## config.mk

```make
export PLATFORM = sky130hd
export DESIGN_NAME = mem_port_arbiter
export DESIGN_NICKNAME = d
export VERILOG_FILES = /design/src/rtl/mem_arb_pkg.sv /design/src/rtl/mem_arb_tag_pipe.sv /design/src/rtl/mem_port_arbiter.sv
export SDC_FILE = /design/constraint.sdc
export NUM_CORES = 1
export LEC_CHECK = 0
export ABC_AREA = 1
export ABC_CLOCK_PERIOD_IN_PS = 800
export BUFFER_PORTS_ARGS = -buffer_cell sky130_fd_sc_hd__buf_4
export CAP_MARGIN = 5
export CORE_AREA = 2 2 83 85
export DETAILED_ROUTE_END_ITERATION = 6
export DIE_AREA = 0 0 85 87
export GPL_TIMING_DRIVEN = 0
export PLACE_DENSITY_LB_ADDON = 0.3
export SETUP_SLACK_MARGIN = 0.02
export SKIP_LAST_GASP = 1
export SYNTH_ARGS = -nofsm -noshare
export SYNTH_HDL_FRONTEND = slang
export SYNTH_SLANG_ARGS = --single-unit
export TNS_END_PERCENT = 30
```

## constraint.sdc

```tcl
create_clock -name CLK -period 0.8 [get_ports CLK]
set_clock_uncertainty 0.05 [all_clocks]
set_input_delay 0.08 -clock CLK [delete_from_list [all_inputs] [get_ports CLK]]
set_output_delay 0.08 -clock CLK [all_outputs]
set_load 0.005 [all_outputs]
```

## src/rtl/mem_arb_pkg.sv

```systemverilog
// Shared types for the unified-memory port arbiter: response owner, tag record
// and the kill helper used by the tag pipe.
package mem_arb_pkg;

    localparam int BE_W = 4;

    typedef enum logic {
        OWN_I = 1'b0,
        OWN_D = 1'b1
    } owner_t;

    typedef struct packed {
        logic   valid;
        owner_t owner;
    } tag_t;

    // A redirect invalidates fetch responses only; load responses always survive.
    function automatic tag_t kill_tag(input tag_t t, input logic kill);
        tag_t r;
        r = t;
        if (kill && (t.owner == OWN_I)) begin
            r.valid = 1'b0;
        end
        return r;
    endfunction

endpackage

```

## src/rtl/mem_arb_tag_pipe.sv

```systemverilog
// MEM_LAT-deep shift register of {valid, owner} tags tracking in-flight reads,
// with same-cycle invalidation of fetch entries on kill (tail included).
module mem_arb_tag_pipe
    import mem_arb_pkg::*;
#(
    parameter int MEM_LAT = 1
) (
    input  logic clk,
    input  logic rst_n,
    input  tag_t push_i,
    input  logic kill_i,
    output tag_t tail_o
);

    tag_t [MEM_LAT-1:0] pipe_q;
    tag_t [MEM_LAT-1:0] pipe_d;

    // The entry pushed in a kill cycle is the post-redirect fetch, so it is never killed.
    always_comb begin
        pipe_d    = pipe_q;
        pipe_d[0] = push_i;
        for (int k = 1; k < MEM_LAT; k++) begin
            pipe_d[k] = kill_tag(pipe_q[k-1], kill_i);
        end
    end

    always_ff @(posedge clk or negedge rst_n) begin
        if (!rst_n) begin
            pipe_q <= '0;
        end else begin
            pipe_q <= pipe_d;
        end
    end

    assign tail_o = kill_tag(pipe_q[MEM_LAT-1], kill_i);

endmodule

```

## src/rtl/mem_port_arbiter.sv

```systemverilog
// Arbitrates fetch (I) and load/store (D) onto one pipelined memory port and
// routes read data back by owner. Optional fetch starvation guard: MEM_ARB_STARVE_GUARD_EN.
module mem_port_arbiter
    import mem_arb_pkg::*;
#(
    parameter int ADDR_W     = 12,
    parameter int DATA_W     = 32,
    parameter int MEM_LAT    = 1,
    parameter int STARVE_MAX = 4
) (
    input  logic              CLK,
    input  logic              RST,
    input  logic              I_Req,
    input  logic [ADDR_W-1:0] I_Addr,
    input  logic              I_Kill,
    output logic              I_Gnt,
    output logic              I_RValid,
    output logic [DATA_W-1:0] I_RData,
    input  logic              D_Req,
    input  logic              D_WE,
    input  logic [BE_W-1:0]   D_BE,
    input  logic [ADDR_W-1:0] D_Addr,
    input  logic [DATA_W-1:0] D_WData,
    output logic              D_Gnt,
    output logic              D_RValid,
    output logic [DATA_W-1:0] D_RData,
    output logic              Mem_En,
    output logic              Mem_WE,
    output logic [BE_W-1:0]   Mem_BE,
    output logic [ADDR_W-1:0] Mem_Addr,
    output logic [DATA_W-1:0] Mem_WData,
    input  logic [DATA_W-1:0] Mem_RData
);

    if (MEM_LAT < 1 || STARVE_MAX < 1) begin : g_bad_param
        $error("mem_port_arbiter: MEM_LAT and STARVE_MAX must be >= 1");
    end

    logic force_i;
    tag_t push;
    tag_t tail;

`ifdef MEM_ARB_STARVE_GUARD_EN
    localparam int CNT_W = $clog2(STARVE_MAX + 1);

    logic [CNT_W-1:0] starve_q;
    logic [CNT_W-1:0] starve_d;

    assign force_i = (starve_q >= CNT_W'(STARVE_MAX));

    always_comb begin
        starve_d = starve_q;
        if (I_Gnt) begin
            starve_d = '0;
        end else if (I_Req && (starve_q < CNT_W'(STARVE_MAX))) begin
            starve_d = starve_q + 1'b1;
        end
    end

    always_ff @(posedge CLK or negedge RST) begin
        if (!RST) begin
            starve_q <= '0;
        end else begin
            starve_q <= starve_d;
        end
    end
`else
    assign force_i = 1'b0;
`endif

    // Grants are combinational but gated by reset so nothing is accepted while RST is low.
    assign D_Gnt = RST & D_Req & ~(I_Req & force_i);
    assign I_Gnt = RST & I_Req & (~D_Req | force_i);

    assign Mem_En    = I_Gnt | D_Gnt;
    assign Mem_WE    = D_Gnt & D_WE;
    assign Mem_BE    = D_Gnt ? D_BE : (I_Gnt ? {BE_W{1'b1}} : '0);
    assign Mem_Addr  = D_Gnt ? D_Addr : (I_Gnt ? I_Addr : '0);
    assign Mem_WData = D_Gnt ? D_WData : '0;

    // Stores finish at grant; only reads occupy a tag slot.
    assign push.valid = Mem_En & ~Mem_WE;
    assign push.owner = D_Gnt ? OWN_D : OWN_I;

    mem_arb_tag_pipe #(
        .MEM_LAT (MEM_LAT)
    ) u_tag_pipe (
        .clk    (CLK),
        .rst_n  (RST),
        .push_i (push),
        .kill_i (I_Kill),
        .tail_o (tail)
    );

    assign I_RValid = tail.valid & (tail.owner == OWN_I);
    assign D_RValid = tail.valid & (tail.owner == OWN_D);
    assign I_RData  = RST ? Mem_RData : '0;
    assign D_RData  = RST ? Mem_RData : '0;

endmodule
```

==> results.tsv <==
metric	value	unit
status	finished, violations left	
violations	setup timing	
avgRoutedWirePerCell	13.07	µm
endpoint_kind	primary output	
holdPathStages	4	
layout_commonest_cell	buf_4	
pre_cts_ws	-0.3317	ns
mostFrequentLayoutCells	165 x buf_4, 91 x buf_6, 36 x inv_1	
crit_required	0.67	ns
cts_tree	yes	
synth_cell_types	11	
power_per_cell_area	627.0	nW/µm²
initial_core_util	0.1667	
antenna_found_initial	0	
rsz0062_at_grt	true	
setup_viol	113	
globalRouteMet3Util	0.03602	
numCtsBuffers	3	
grt_pass1_wl	9.577	mm
synth_compound_area_frac	0	
slew-limit-headroom	0.9035	
track_usage	0.1565	
synth_mux_area_frac	0	
grt_pass1_vias	2104	
crit_type	reg -> out	
portBuffers	215	
num_rows	30	
dp_hpwl	4.646	mm
die_h	87	µm
ys_top_cells_by_area	inv_1 24%, nand2_1 24%, buf_4 23%	
drive_gt1_frac	0.8195	
ir_drop	726.5	µV
yosys.area_share.simple	0.4366	
arrival	0.94	ns
whs	0.1611	ns
synth_top_family_by_area	buffers and inverters	
drt_iter0_markers	28	
p_leak	2.415	nW
vias_per_cell	4.015	
yosysTopAreaCellShare	0.2366	
drc	0	
yosysTopAreaCell	inv_1	
die_w	85	µm
path_max_fanout	2	
core-area	6569	µm²
drt_wl_total	7.202	mm
synth_xor_area_frac	0	
setup-tns-final	-9.692	ns
synthCells	233	
dieArea	7395	µm²
cap_viol_max_count	0	
ys_warn_count	0	
cts_sinks	2	
vias	2212	
first_pass_iters	4	
fin_crit	1.074	ns
grt_max_degree	11	
slew_violations	0	
groute.layer.met1.usage	0.1640	
areaGrowthSynthToFinish	266.7	%
gp_congestion	0.7278	
syn_area	1095	µm²
fin_crit_sh	1.343	
fmax	0.9307	GHz
layout.nets	571	
tightest_slew	0.1447	ns
ys_ff_latch	2	
start_kind	flop	
gr-total-overflow	0	
totalPowerFinal	2.517	mW
synthAdderAreaFrac	0	
syn_area_per_cell	4.699	µm²
syn-num-nets	331	
clk_pin_slew	0.03	ns
hold_viol_final	0	
grt-busiest-layer	met2	
cts_buffer_depth	2	
setup_ws	-0.2744	ns
met2_usage	0.3210	
ant_nets	0	
htreeDepth	1	
io_pins	216	
antenna_cells	0	
hold_class	in -> reg	
yosysSeqAreaShare	0.04571	
root_buffer	clkbuf_8	
==> per-stage QoR <==
step / cells / area, µm² / util
6_report: 551 / 4015 / 0.6112
4_1_cts: 545 / 3471 / 0.5284
5_1_grt: 551 / 4015 / 0.6112
2_1_floorplan: 233 / 1095 / -
3_5_place_dp: 528 / 2809 / 0.4276
3_3_place_gp: 528 / 2809 / 0.4276
==> flip-flops by register name, indices dropped and copies added (netlist names) <==
name / count
u_tag_pipe.tail_o: 1
u_tag_pipe.pipe_q: 1
==> path summary, 6_finish.rpt <==
| path | start | end | slack (ns) |
|---|---|---|---|
| max in group asynchronous | RST | u_tag_pipe.pipe_q[1] | 0.30 |
| min in group asynchronous | RST | u_tag_pipe.tail_o[0] | 0.31 |
| hold / removal | D_WE | u_tag_pipe.pipe_q[1] | 0.16 |
| setup / recovery | u_tag_pipe.tail_o[0] | I_RValid | -0.27 |
==> critical path, stage by stage, from the launching register on <==
cell and delay [ns]:
dfrtp_1 0.37, inv_2 0.06, nand2_1 0.05, nand2_1 0.08, nor2_1 0.05, buf_4 0.13
==> report_power, final <==
part	internal, mW	switching, mW	leakage, nW
logic	1.25	0.761	2.37
clock network	0.318	0.0764	0.0216
registers	0.109	0.00327	0.0251
==> synth_stat cells, drive strengths merged <==
cell   count
inv       70
nand2     70
buf       43
nor2      34
nand4     12
dfrtp      2
nand3      2
==> kinds of logic after synthesis <==
logic type             after synthesis
buffers and inverters              113
DFF                                  2
and+or+nand+nor                    118
==> cell type report <==
type                    count  area (µm²)
plain buffers              42       523.0
clock buffers               3       41.29
fillers                   552        2554
inverters                  70       287.8
multi-input cells         118       859.6
flip-flops and latches      2       50.05
well taps                  80       100.1
repair buffers            236        2153
==> repair_timing <==
action | CTS | global route
gates cloned | 5 | 4
hold endpoints to repair | 2 | 0
pin swaps | 30 | 12
setup buffers | 8 | 3
hold buffers | 1 | 0
resized for setup | 160 | 136
setup endpoints to repair | 116 | 117
==> layer usage <==
layer	up-vias	routed length, µm
li1	1093	-
met1	994	2300
met2	123	4229
met3	2	647
met4	0	24
met5	-	0
(Power assumes the default switching activity.)
